<file path="config.mk">
export PLATFORM = sky130hd
export DESIGN_NAME = sd_adc
export DESIGN_NICKNAME = d
export VERILOG_FILES = /design/src/rtl/sd_adc.sv
export SDC_FILE = /design/constraint.sdc
export NUM_CORES = 1
export LEC_CHECK = 0
export BUFFER_PORTS_ARGS = -buffer_cell sky130_fd_sc_hd__buf_2
export CAP_MARGIN = 40
export CORE_MARGIN = 2
export CORE_UTILIZATION = 35
export DETAILED_ROUTE_END_ITERATION = 12
export PLACE_DENSITY_LB_ADDON = 0.15
export SLEW_MARGIN = 10
export SYNTH_ARGS = -nofsm -noshare
export SYNTH_HDL_FRONTEND = slang
export SYNTH_SLANG_ARGS = --single-unit
</file>
<file path="constraint.sdc">
create_clock -name clk -period 3.4 [get_ports clk]
set_clock_uncertainty 0.15 [all_clocks]
set_input_delay 0 -clock clk [delete_from_list [all_inputs] [get_ports clk]]
set_output_delay 0 -clock clk [all_outputs]
set_load 0.02 [all_outputs]
</file>
<file path="src/rtl/sd_adc.sv">
// sd_adc: first-order sigma-delta ADC front end.
// Synchronises the external comparator bit and returns it as the integrator
// feedback. The feedback bitstream is decimated with a boxcar window of
// 2^(RES+1) clocks. One full window is discarded after every enable so the
// analog loop can settle, and windows then run back to back.
module sd_adc #(
  parameter int RES = 7
) (
  input  logic         clk,
  input  logic         reset,
  input  logic         en,
  input  logic         comp_in,
  output logic         fb_out,
  output logic [RES:0] adc_out,
  output logic         adc_valid,
  output logic         busy
);

  typedef enum logic [1:0] {
    ST_IDLE    = 2'b00,
    ST_SETTLE  = 2'b01,
    ST_CONVERT = 2'b10
  } state_t;

  localparam logic [RES:0]   CNT_ONE  = {{RES{1'b0}}, 1'b1};
  localparam logic [RES:0]   CNT_ZERO = {(RES+1){1'b0}};
  localparam logic [RES+1:0] ACC_ZERO = {(RES+2){1'b0}};

  // A full window of ones (count W) does not fit in RES+1 bits, so it is
  // clamped to all ones instead of wrapping to zero.
  function automatic logic [RES:0] sat_count(input logic [RES+1:0] cnt);
    logic [RES:0] res;
    if (cnt[RES+1]) begin
      res = {(RES+1){1'b1}};
    end else begin
      res = cnt[RES:0];
    end
    return res;
  endfunction

  logic         comp_meta_r;
  logic         comp_sync_r;
  logic         fb_r;
  state_t       state_r;
  state_t       state_nxt_s;
  logic [RES:0]   win_cnt_r;
  logic [RES:0]   win_cnt_nxt_s;
  logic [RES+1:0] acc_r;
  logic [RES+1:0] acc_nxt_s;
  logic [RES+1:0] sum_s;
  logic [RES:0]   adc_out_r;
  logic [RES:0]   adc_out_nxt_s;
  logic           adc_valid_r;
  logic           adc_valid_nxt_s;
  logic           busy_r;
  logic           win_end_s;

  assign fb_out    = fb_r;
  assign adc_out   = adc_out_r;
  assign adc_valid = adc_valid_r;
  assign busy      = busy_r;

  // The comparator synchroniser and the feedback flop run in every state so the loop stays balanced.
  always_ff @(posedge clk or negedge reset) begin
    if (!reset) begin
      comp_meta_r <= 1'b0;
      comp_sync_r <= 1'b0;
      fb_r        <= 1'b0;
    end else begin
      comp_meta_r <= comp_in;
      comp_sync_r <= comp_meta_r;
      fb_r        <= comp_sync_r;
    end
  end

  assign win_end_s = &win_cnt_r;
  assign sum_s     = acc_r + {{(RES+1){1'b0}}, fb_r};

  // Next-state logic: sequences window counting, accumulation and sample strobes.
  always_comb begin
    state_nxt_s     = state_r;
    win_cnt_nxt_s   = win_cnt_r;
    acc_nxt_s       = acc_r;
    adc_out_nxt_s   = adc_out_r;
    adc_valid_nxt_s = 1'b0;
    case (state_r)
      ST_IDLE: begin
        win_cnt_nxt_s = CNT_ZERO;
        acc_nxt_s     = ACC_ZERO;
        if (en) begin
          state_nxt_s = ST_SETTLE;
        end else begin
          state_nxt_s = ST_IDLE;
        end
      end
      ST_SETTLE: begin
        // The accumulator is held at zero; this window only lets the loop settle.
        acc_nxt_s = ACC_ZERO;
        if (!en) begin
          state_nxt_s   = ST_IDLE;
          win_cnt_nxt_s = CNT_ZERO;
        end else if (win_end_s) begin
          state_nxt_s   = ST_CONVERT;
          win_cnt_nxt_s = CNT_ZERO;
        end else begin
          win_cnt_nxt_s = win_cnt_r + CNT_ONE;
        end
      end
      ST_CONVERT: begin
        if (win_end_s) begin
          // A window end always emits its sample, even if en drops on this clock.
          adc_out_nxt_s   = sat_count(sum_s);
          adc_valid_nxt_s = 1'b1;
          acc_nxt_s       = ACC_ZERO;
          win_cnt_nxt_s   = CNT_ZERO;
          if (en) begin
            state_nxt_s = ST_CONVERT;
          end else begin
            state_nxt_s = ST_IDLE;
          end
        end else if (!en) begin
          // Drop the partial window without a strobe.
          state_nxt_s   = ST_IDLE;
          win_cnt_nxt_s = CNT_ZERO;
          acc_nxt_s     = ACC_ZERO;
        end else begin
          acc_nxt_s     = sum_s;
          win_cnt_nxt_s = win_cnt_r + CNT_ONE;
        end
      end
      default: begin
        state_nxt_s   = ST_IDLE;
        win_cnt_nxt_s = CNT_ZERO;
        acc_nxt_s     = ACC_ZERO;
      end
    endcase
  end

  // State, counters and registered outputs.
  always_ff @(posedge clk or negedge reset) begin
    if (!reset) begin
      state_r     <= ST_IDLE;
      win_cnt_r   <= CNT_ZERO;
      acc_r       <= ACC_ZERO;
      adc_out_r   <= CNT_ZERO;
      adc_valid_r <= 1'b0;
      busy_r      <= 1'b0;
    end else begin
      state_r     <= state_nxt_s;
      win_cnt_r   <= win_cnt_nxt_s;
      acc_r       <= acc_nxt_s;
      adc_out_r   <= adc_out_nxt_s;
      adc_valid_r <= adc_valid_nxt_s;
      busy_r      <= (state_nxt_s != ST_IDLE);
    end
  end

endmodule

</file>
== After elaboration in Yosys (flattened, before gate mapping) ==
Index checks and enable logic that the tools add are counted.

* Flip-flop bits (word level): 32
* Input bits: 4

* Add/sub/neg operators: 2
* Equality and inequality tests: 2
* Reductions and logical operators: 4
* Mux-type cells: 18

{| class="wikitable"
|+ Operators with widths
! cell !! number
|-
| $mux 8 || 5
|-
| $mux 9 || 3
|-
| $pmux 8 s2 || 1
|-
| $mux 2 || 5
|-
| $add 9x1->9 || 1
|-
| $reduce_and 9->1 || 1
|-
| $add 8x1->8 const B || 1
|-
| $reduce_and 8->1 || 1
|-
| $pmux 2 s3 || 1
|-
| $mux 1 || 3
|-
| $eq 2x1->1 const B || 1
|-
| $eq 2x2->1 const B || 1
|-
| $logic_not 2->1 || 1
|-
| $reduce_bool 2->1 || 1
|}

== Depth between registers and ports, before layout ==
Gate-level depths: netlist of the first run.

* Depth after elaboration: 5
* Depth in mapped cells: 6
* Depth with buffers taken out: 6

== Worst setup path after synthesis of the first run ==
OpenSTA, ideal clock, no wires.

* Path kind: reg-to-reg
* Start: register fb_r, in the netlist fb_out
* End: register adc_out_r[0], in the netlist adc_out[0]
* Library setup time: 0.136 ns
* Data required time: 3.114 ns
* Cell stages (with the launch flop): 7
* Data arrival time: 1.600 ns
* Path slack: 1.513 ns
* Path buffers: 0
* Cell sequence: dfrtp_1 ha_1 ha_1 nand3_2 o21a_1 nor4_4 a21oi_1

* Longest elaborated chain between the ends: 2

{| class="wikitable"
|+ RTL lines
! element !! RTL line !! text
|-
| start, declared || 43 || <nowiki>logic fb_r;</nowiki>
|-
| start signal, assigned || 72 || <nowiki>fb_r <= comp_sync_r;</nowiki>
|-
| $add 9x1->9 || 77 || <nowiki>assign sum_s = acc_r + {{(RES+1){1'b0}}, fb_r};</nowiki>
|-
| $mux 8 || 33 || <nowiki>if (cnt[RES+1]) begin</nowiki>
|-
| end signal, assigned || 152 || <nowiki>adc_out_r <= adc_out_nxt_s;</nowiki>
|-
| end, declared || 51 || <nowiki>logic [RES:0] adc_out_r;</nowiki>
|}

Every way passes these cells.
A chain may end at the register's enable or synchronous reset.

== Final worst setup path of the first run ==
* Start: register fb_r, in the netlist fb_out
* End: register adc_out_r[2], in the netlist adc_out[2]

Same word-level chain as after synthesis.

==> run summary, run 1 <==
delay contributed by the slowest stage of the critical path -> 0.41 ns
total clock buffers created by CTS -> 5
via count of the first global-routing pass -> 1,066
Die Footprint -> 0.00449 mm2
post-synthesis area per instance -> 11.1 um2
root buffer selected by CTS -> sky130_fd_sc_hd__clkbuf_8
Worst R2R Path Depth -> 6
launch point of the worst reg-to-reg path -> fb_out
wire length of the first global-routing pass -> 4410 um
die outline width -> 67.0 um
average vias per placed instance -> 4.82
Relative slew margins -> 53.2%
synthesis-to-layout area growth -> 18.0%
routed wire length -> 2490 um
GRT Total Usage -> 13.4%
number of synthesized register bits -> 32
class of the tightest hold or removal check -> in2async
weighted congestion reported at the end of routability-driven placement -> 0.730
final hold violations -> 0
arrival time at the worst endpoint -> 1.92 ns
Layout Nets -> 160
required time reported for the critical path endpoint -> 3.39 ns
number of I/O pins -> 15
Mapped Area -> 0.00139 mm2
maximum fanout encountered on the critical timing path -> 8
Worst Setup End Kind -> flop
worst setup path category -> reg2reg
area of combinational cells with multiple inputs -> 569 um2
cells along the critical path -> ha_1 > ha_1 > nand3_2 > o21a_1 > nor4_4 > a21oi_1
total grt overflow -> 0
clock tree from TritonCTS -> yes
total area of sequential cells -> 801 um2
antenna fix cells -> 0
pin count of the biggest net entering global routing -> 33
Die Y-Extent -> 67.0 um
area of the core region -> 0.00374 mm2
worst-margin pin slew -> 0.703 ns
count of clock tree sinks -> 32
status -> complete, no violations
cell mode on critical path -> sky130_fd_sc_hd__ha_1
most numerous cell in the Yosys netlist -> sky130_fd_sc_hd__dfrtp_1
Initial Utilization -> 37.1%
fraction of final layout cells with drive strength greater than 1 -> 18.0%
Setup WS pre-CTS -> 1.43 ns
FFs w/ async S/R, synth -> 100%
R2R setup slack -> 1.46 ns
number of placement rows -> 22
per-cell routed wire length -> 12.6 um
largest cells by area after synthesis -> sky130_fd_sc_hd__dfrtp_1, sky130_fd_sc_hd__nor2_1, sky130_fd_sc_hd__ha_1
final critical delay including setup and external delays -> 1.94 ns
final antenna-violating net count -> 0
final-report max-slew violation count -> 0
clock latency at the later pin of the worst-skew pair -> 0.27 ns
Fin Setup TNS -> 0 ns
setup ws final -> 1.46 ns
PD cells -> 434 mW/mm2
slowest stage cell, crit path -> sky130_fd_sc_hd__nor4_4
number of gates given a new drive strength after cts -> 0
antenna violations before repair -> 0
total DRC errors in the routed layout -> 0
register clock-pin slew on the reported worst setup and hold paths -> 0.06 ns
number of max-cap violations -> 0
part of the cycle the worst path needs -> 57.0%
sequential-to-total area share from yosys stat -> 57.7%
Detailed Routing Iterations Pass 1 -> 4
warnings from Yosys -> 0
Reg2Reg Capture Point -> adc_out[2]
syn_nets -> 136
CP startpoint kind -> flop
starting DRC count in detailed routing -> 41
CTS HTree Levels -> 2
cells after synthesis -> 125
cell accounting for the most synthesized area -> sky130_fd_sc_hd__dfrtp_1
detailed placer's ending HPWL -> 1850 um
unrepaired setup endpoints after global routing -> no
number of failing setup endpoints in the final timing report -> 0
static power due to leakage -> 0.762 nW
top flip-flop cell by instance count after synthesis -> sky130_fd_sc_hd__dfrtp_1
via count -> 955
achievable frequency -> 0.516 GHz
Synth top cells by count -> sky130_fd_sc_hd__dfrtp_1, sky130_fd_sc_hd__nor2_1, sky130_fd_sc_hd__a21oi_1
deepest clock path buffer count -> 2
proportion of netlist area held by the largest area contributor -> 57.7%
number of port buffers -> 14
post-placement cell count -> 187
IR Drop Worst-Case VDD -> 246 uV
fill cell total of the finished layout -> 381
Post-synth EDFFs -> 0
number of different library cells in the post-synthesis netlist -> 21
capturing element of the worst setup path -> adc_out[2]
startpoint of the worst setup timing path -> fb_out
number of cells in the finished layout apart from fillers -> 198
## power by group
group,total [W],switching [W],internal (W)
registers,0.000389,0.00000305,0.000386
clock network,0.000290,0.000125,0.000165
logic,0.0000322,0.0000207,0.0000115
total,0.000711,0.000149,0.000563
## what timing repair did
| action | CTS | global route |
|---|---|---|
| setup buffers | 0 | 0 |
| hold buffers | 3 | 0 |
| endpoints found under the hold margin | 35 | 0 |
## how the worst min path moves through the flow
stage / from / to / slack [ns] / cells past startpoint
2_1_floorplan: reset / acc_r[0] / -0.45 / 0
3_3_place_gp: reset / adc_out[6] / -0.06 / 1
3_5_place_dp: reset / adc_out[7] / -0.05 / 1
4_1_cts: reset / win_cnt_r[2] / 0.20 / 2
5_1_grt: comp_sync_r / fb_out / 0.21 / 0
6_report: reset / adc_out[7] / 0.16 / 2
## kinds of logic (layout without fill, tap and decap cells)
| kind of cell | after synthesis | after routing | synth area share [%] |
|---|---|---|---|
| xor gates and xnor gates | 12 | 12 | 7.57 |
| adders and majority gates | 7 | 7 | 6.31 |
| DFF | 32 | 32 | 57.7 |
| and+or+nand+nor | 56 | 56 | 21.4 |
| buffers and inverters | 5 | 30 | 1.35 |
| AOI/OAI and AO/OA | 13 | 13 | 5.77 |
## final cells by class
cell class / instances / area share [%]
multi-input combinational: 88 / 34.7
inverter: 5 / 1.15
sequential: 32 / 48.9
tap: 48 / 3.66
clock buffer: 8 / 5.50
timing repair buffer: 17 / 6.11
## worst max-delay path, delay by kind of cell (launching register included)
kind                       cells  cell delay [ns]
DFF                            1             0.35
AOI/OAI and AO/OA              2             0.39
adders and majority gates      2             0.38
and+or+nand+nor                2             0.54
## routing by layer
metal	track usage, %	part of all wire (%)	wire (um)	vias up
met5	0	0	0	-
met4	5.10	1.6	39	0
met3	4.05	4.3	106	6
met2	24.3	50	1250	19
met1	14.5	44	1090	460
li1	-	-	-	470
## flip-flops by register name, indices dropped and copies added, names as in the netlist
register / count
adc_valid: 1
fb_out: 1
win_cnt_r: 8
comp_sync_r: 1
state_r: 2
comp_meta_r: 1
busy: 1
adc_out: 8
acc_r: 9
## stage by stage
step | power (W) | util, % | cell area (um2) | hold slack, ns
after global routing | 0.000745 | 43.8 | 1640 | 0.212
after global placement | 0.000426 | 40.6 | 1520 | -0.0649
final | 0.000711 | 43.8 | 1640 | 0.162
after floorplan | 0.000412 | - | 1390 | -0.446
after detailed placement | 0.000427 | 40.6 | 1520 | -0.0492
after CTS | 0.000724 | 43.8 | 1640 | 0.201
## cell usage in the layout, fill, tap and decap left out, types with 2 or more instances in the layout
cell                            instances
sky130_fd_sc_hd__dfrtp_1               32
sky130_fd_sc_hd__nor2_1                28
sky130_fd_sc_hd__buf_2                 14
sky130_fd_sc_hd__a21oi_1               10
sky130_fd_sc_hd__nand3_1                7
sky130_fd_sc_hd__xnor2_1                7
sky130_fd_sc_hd__ha_1                   7
sky130_fd_sc_hd__nand2_1                6
sky130_fd_sc_hd__clkbuf_8               6
sky130_fd_sc_hd__xor2_1                 5
sky130_fd_sc_hd__inv_1                  5
sky130_fd_sc_hd__and3_1                 3
sky130_fd_sc_hd__nand4_1                3
sky130_fd_sc_hd__dlygate4sd3_1          3
sky130_fd_sc_hd__o21a_1                 2
sky130_fd_sc_hd__nor3_1                 2
sky130_fd_sc_hd__clkbuf_1               2
No activity file was read; power rests on OpenSTA's default activity.
==> inputs of run 2 (changes only) <==
==> constraint.sdc (replaced) <==
create_clock -name clk -period 1.9 [get_ports clk]
set_clock_uncertainty 0.15 [all_clocks]
set_input_delay 0 -clock clk [delete_from_list [all_inputs] [get_ports clk]]
set_output_delay 0 -clock clk [all_outputs]
set_load 0.02 [all_outputs]
==> run 2 against run 1 <==
  * First-iteration DRC count fell by 41%
  * Via count fell by 2.9%
  * Final area rose by 2.1%
  * Sequential share of layout area fell by 1.0 points
  * Register-to-register slack got worse by 1.4 ns
  * Sequential cell count did not move
  * Wire length fell by 1.5%
  * Cell count rose by 1.0%
  * Combinational power rose by 78%
  * Fmax rose by 7.3%
  * Setup slack got worse by 1.4 ns
  * Clock-buffer cell count did not move
  * Critical path type unchanged
  * Largest cell class unchanged
==> run summary, run 2 (same netlist as run 1, synthesis figures left out) <==
status -> complete, no violations
worst setup path category -> reg2reg
total DRC errors in the routed layout -> 0
CP startpoint kind -> flop
total grt overflow -> 0
total power consumption of the routed design -> 0.00128 W
Fin Setup TNS -> 0 ns
starting DRC count in detailed routing -> 24
Die Y-Extent -> 67.0 um
Relative slew margins -> 53.9%
Reg power frac -> 54.6%
share of total power in the clock network -> 40.9%
number of failing setup endpoints in the final timing report -> 0
number of placement rows -> 22
Layout Nets -> 162
total clock buffers created by CTS -> 5
achievable frequency -> 0.554 GHz
clock latency at the later pin of the worst-skew pair -> 0.28 ns
final hold violations -> 0
count of clock tree sinks -> 32
Die Footprint -> 0.00449 mm2
combinational cell fraction of total power -> 4.5%
CTS HTree Levels -> 2
Power Internal -> 0.00101 W
root buffer selected by CTS -> sky130_fd_sc_hd__clkbuf_8
register ranked first by flip-flop count -> acc_r
final-report max-slew violation count -> 0
clock tree from TritonCTS -> yes
Setup WS pre-CTS -> 0.0629 ns
worst-margin pin slew -> 0.691 ns
antenna violations before repair -> 0
part of the cycle the worst path needs -> 95.0%
routed wire length -> 2450 um
class of the tightest hold or removal check -> in2async
Min Hold Slack -> 0.147 ns
register clock-pin slew on the reported worst setup and hold paths -> 0.06 ns
via count -> 927
Worst Setup End Kind -> flop
die outline width -> 67.0 um
pin count of the biggest net entering global routing -> 33
net switching component of the power -> 0.000270 W
PD cells -> 763 mW/mm2
synthesis-to-layout area growth -> 20.5%
Worst R2R Path Depth -> 7
fill cell total of the finished layout -> 378
IR Drop Worst-Case VDD -> 397 uV
final antenna-violating net count -> 0
area of the core region -> 0.00374 mm2
arrival time at the worst endpoint -> 1.81 ns
weighted congestion reported at the end of routability-driven placement -> 0.759
required time reported for the critical path endpoint -> 1.91 ns
switch share -> 21.2%
number of port buffers -> 14
commonest cells after routing, fill and taps aside -> sky130_fd_sc_hd__dfrtp_1, sky130_fd_sc_hd__nor2_1, sky130_fd_sc_hd__buf_2
per-cell routed wire length -> 12.3 um
detailed placer's ending HPWL -> 1710 um
average vias per placed instance -> 4.64
deepest clock path buffer count -> 2
flip-flop count of the largest register, all copies and words added -> 9
antenna fix cells -> 0
via count of the first global-routing pass -> 980
GRT Total Usage -> 13.2%
setup ws final -> 0.0958 ns
number of I/O pins -> 15
most common cell after layout, fill and taps aside -> sky130_fd_sc_hd__dfrtp_1
Initial Utilization -> 37.1%
wire length of the first global-routing pass -> 4220 um
static power due to leakage -> 0.769 nW
number of max-cap violations -> 0
final critical delay including setup and external delays -> 1.80 ns
fraction of final layout cells with drive strength greater than 1 -> 20.4%
maximum fanout encountered on the critical timing path -> 8
Detailed Routing Iterations Pass 1 -> 4
[run 2: cell types whose count changed in the layout (fill, tap and decap cells not counted), sizes merged]
cell	before	now
buf	14	16
[run 2: layout make-up]
class / instances / area [um2] / area share, %
timing repair buffer: 19 / 115 / 6.88
tap: 48 / 60.1 / 3.59
multi-input combinational: 88 / 589 / 35.2
sequential: 32 / 801 / 47.8
inverter: 5 / 18.8 / 1.12
clock buffer: 8 / 90.1 / 5.38
[run 2: stage by stage]
stage	cells	util, %	instance area, um2
4_1_cts	199	44.0	1650
6_report	200	44.7	1670
2_1_floorplan	125	-	1390
3_3_place_gp	188	40.8	1530
3_5_place_dp	188	40.8	1530
5_1_grt	200	44.7	1670
[run 2: what timing repair did]
item,CTS,global route
buffers inserted,0,1
hold buffers,3,0
endpoints found under the setup margin,0,8
gates resized for setup,0,4
endpoints found under the hold margin,35,0
[run 2: final timing paths]
kind | from | end | slack [ns]
max in group asynchronous | reset | state_r[1] | 1.01
min in group clk | comp_meta_r | comp_sync_r | 0.20
max | fb_out | adc_out[2] | 0.1
min reg2reg | comp_meta_r | comp_sync_r | 0.20
max reg2reg | fb_out | adc_out[2] | 0.1
min | reset | adc_out[6] | 0.15
[run 2: critical path, cell delays in order, from the launching register on]
cell and delay (ns):
sky130_fd_sc_hd__dfrtp_1 0.35, sky130_fd_sc_hd__ha_1 0.17, sky130_fd_sc_hd__ha_2 0.22, sky130_fd_sc_hd__nand3_4 0.11
sky130_fd_sc_hd__o21a_1 0.23, sky130_fd_sc_hd__nor4_4 0.20, sky130_fd_sc_hd__buf_4 0.18, sky130_fd_sc_hd__a21oi_1 0.07
[run 2: power by group through the flow]
stage	Clock [W]	Combinational, W	Sequential [W]
after floorplan	0	0.0000232	0.000714
after global placement	0	0.0000539	0.000709
after detailed placement	0	0.0000547	0.000709
after CTS	0.000556	0.0000595	0.000696
after global routing	0.000587	0.0000663	0.000698
final	0.000522	0.0000574	0.000697
[run 2: routing by layer]
metal	global-route usage, %	share of wire (%)	vias to the layer above
met5	0	0	-
met3	6.08	4.0	4
met1	15.0	46	433
li1	-	-	470
met2	21.0	49	20
met4	6.12	0.77	0
==> inputs of run 3 (changes only) <==
--- a/config.mk
+++ b/config.mk
@@ -8,7 +8,7 @@
 export BUFFER_PORTS_ARGS = -buffer_cell sky130_fd_sc_hd__buf_2
 export CAP_MARGIN = 40
 export CORE_MARGIN = 2
-export CORE_UTILIZATION = 35
+export CORE_UTILIZATION = 50
 export DETAILED_ROUTE_END_ITERATION = 12
 export PLACE_DENSITY_LB_ADDON = 0.15
 export SLEW_MARGIN = 10
==> constraint.sdc (replaced) <==
create_clock -name clk -period 1.9 [get_ports clk]
set_clock_uncertainty 0.15 [all_clocks]
set_input_delay 0.285 -clock clk [delete_from_list [all_inputs] [get_ports clk]]
set_output_delay 0.285 -clock clk [all_outputs]
set_load 0.02 [all_outputs]
==> run 3 against run 2 <==
  * Sequential cell count is the same
  * Combinational power shrank 3.7%
  * Wire length shrank 0.73%
  * Setup slack lost 0.0050 ns
  * Register-to-register slack is essentially flat
  * Sequential power is essentially flat
  * Largest cell class unchanged
==> run summary, run 3 (same netlist as run 1, synthesis figures left out) <==
Cells on Worst Hold Path -> 3
clock latency at the later pin of the worst-skew pair -> 0.34 ns
total power consumption of the routed design -> 0.00126 W
Worst R2R Path Depth -> 7
highest routed metal layer -> met4
average vias per placed instance -> 5.20
number of max-cap violations -> 0
final critical delay including setup and external delays -> 1.81 ns
delay contributed by the slowest stage of the critical path -> 0.35 ns
R2R setup slack -> 0.09 ns
area of the core region -> 0.00269 mm2
weighted congestion reported at the end of routability-driven placement -> 0.752
maximum fanout encountered on the critical timing path -> 8
final hold violations -> 0
CTS HTree Levels -> 2
detailed placer's ending HPWL -> 1770 um
part of the cycle the worst path needs -> 95.2%
Die Y-Extent -> 56.7 um
GRT Total Usage -> 17.7%
final antenna-violating net count -> 0
Detailed Routing Iterations Pass 1 -> 4
most common cell after layout, fill and taps aside -> sky130_fd_sc_hd__dfrtp_1
die outline width -> 56.7 um
antenna fix cells -> 0
worst hold path startpoint -> en
Relative slew margins -> 55.1%
Worst Hold Path EP -> state_r[0]
Reg2Reg Capture Point -> adc_out[7]
achievable frequency -> 0.553 GHz
deepest clock path buffer count -> 2
arrival time at the worst endpoint -> 1.88 ns
via count -> 942
Initial Utilization -> 51.7%
class of the tightest hold or removal check -> in2reg
IR Drop Worst-Case VDD -> 765 uV
commonest cells after routing, fill and taps aside -> sky130_fd_sc_hd__dfrtp_1, sky130_fd_sc_hd__nor2_1, sky130_fd_sc_hd__buf_2
antenna violations before repair -> 0
synthesis-to-layout area growth -> 16.1%
final-report max-slew violation count -> 0
number of failing setup endpoints in the final timing report -> 0
number of port buffers -> 14
Fin Setup TNS -> 0 ns
register ranked first by flip-flop count -> acc_r
slowest stage cell, crit path -> sky130_fd_sc_hd__dfrtp_1
clock tree from TritonCTS -> yes
PD cells -> 779 mW/mm2
total clock buffers created by CTS -> 5
wire length on met1 -> 1050 um
number of placement rows -> 19
worst-margin pin slew -> 0.674 ns
worst setup path category -> reg2reg
status -> complete, no violations
via count of the first global-routing pass -> 973
fraction of final layout cells with drive strength greater than 1 -> 20.7%
count of clock tree sinks -> 32
WL met3 -> 142 um
number of setup buffers added after CTS -> 0
total DRC errors in the routed layout -> 0
Worst Setup End Kind -> flop
static power due to leakage -> 0.758 nW
required time reported for the critical path endpoint -> 1.97 ns
met2 wire len -> 1190 um
wire length of the first global-routing pass -> 4200 um
fill cell total of the finished layout -> 230
CP startpoint kind -> flop
pin count of the biggest net entering global routing -> 33
post-placement cell count -> 171
total grt overflow -> 0
routed wire length -> 2430 um
root buffer selected by CTS -> sky130_fd_sc_hd__clkbuf_4
register clock-pin slew on the reported worst setup and hold paths -> 0.10 ns
flip-flop count of the largest register, all copies and words added -> 9
Layout Nets -> 160
cells along the critical path -> ha_1 > ha_2 > nand3_2 > o21a_1 > nor4_4 > buf_6 > a21oi_1
per-cell routed wire length -> 13.4 um
unrepaired setup endpoints after global routing -> no
number of I/O pins -> 15
number of cells in the finished layout apart from fillers -> 181
launch point of the worst reg-to-reg path -> fb_out
Die Footprint -> 0.00322 mm2
starting DRC count in detailed routing -> 11
-- run 3: area by class of cell --
cell class              count  area (um2)  area share (%)
clock inverters             2        35.0            2.17
repair buffers             17         101            6.28
clock buffers               6        41.3            2.56
multi-input cells          88         577            35.8
well taps                  31        38.8            2.40
inverters                   5        18.8            1.16
flip-flops and latches     32         801            49.7
-- run 3: layer usage --
layer | GRT usage, % | up-vias
li1 | - | 464
met1 | 20.1 | 450
met2 | 28.6 | 22
met3 | 7.37 | 6
met4 | 8.50 | 0
met5 | 0 | -
-- run 3: stage by stage --
| step | util, % | hold WS [ns] | setup slack (ns) | instance area (um2) |
|---|---|---|---|---|
| 5_1_grt | 60.0 | 0.111 | 0.00352 | 1610 |
| 6_report | 60.0 | 0.113 | 0.0909 | 1610 |
| 3_3_place_gp | 56.0 | 0.184 | 0.141 | 1510 |
| 4_1_cts | 59.6 | 0.0929 | 0.0229 | 1600 |
| 2_1_floorplan | - | -0.161 | 0.0133 | 1390 |
| 3_5_place_dp | 56.0 | 0.190 | 0.0488 | 1510 |
-- run 3: worst max-delay path: cells and delay by family, from the launching register on --
family                     cells  cell delay (ns)
DFF                            1             0.35
AOI/OAI and AO/OA              2             0.31
adders and majority gates      2             0.37
and+or+nand+nor                2             0.35
buffers and inverters          1             0.16
-- run 3: worst max-delay path by stage --
stage | from | endpoint | slack, ns | depth (start not counted)
final | fb_out | adc_out[7] | 0.09 | 7
after global routing | fb_out | adc_out[7] | 0.004 | 7
after CTS | fb_out | adc_out[7] | 0.02 | 7
after detailed placement | fb_out | adc_out[0] | 0.05 | 7
after global placement | fb_out | adc_out[3] | 0.14 | 7
after floorplan | fb_out | adc_out[0] | 0.01 | 6
-- run 3: where the power goes --
part           total [W]  switching, W  internal, W  leakage [nW]
Sequential      0.000696    0.00000551     0.000690         0.437
Combinational  0.0000553     0.0000362    0.0000191         0.278
Clock           0.000505      0.000229     0.000276        0.0422
-- run 3: repair_timing --
| action | in CTS | in global routing |
|---|---|---|
| setup endpoints to repair | 0 | 8 |
| hold buffers | 2 | 0 |
| endpoints found under the hold margin | 33 | 0 |
| resized for setup | 0 | 3 |
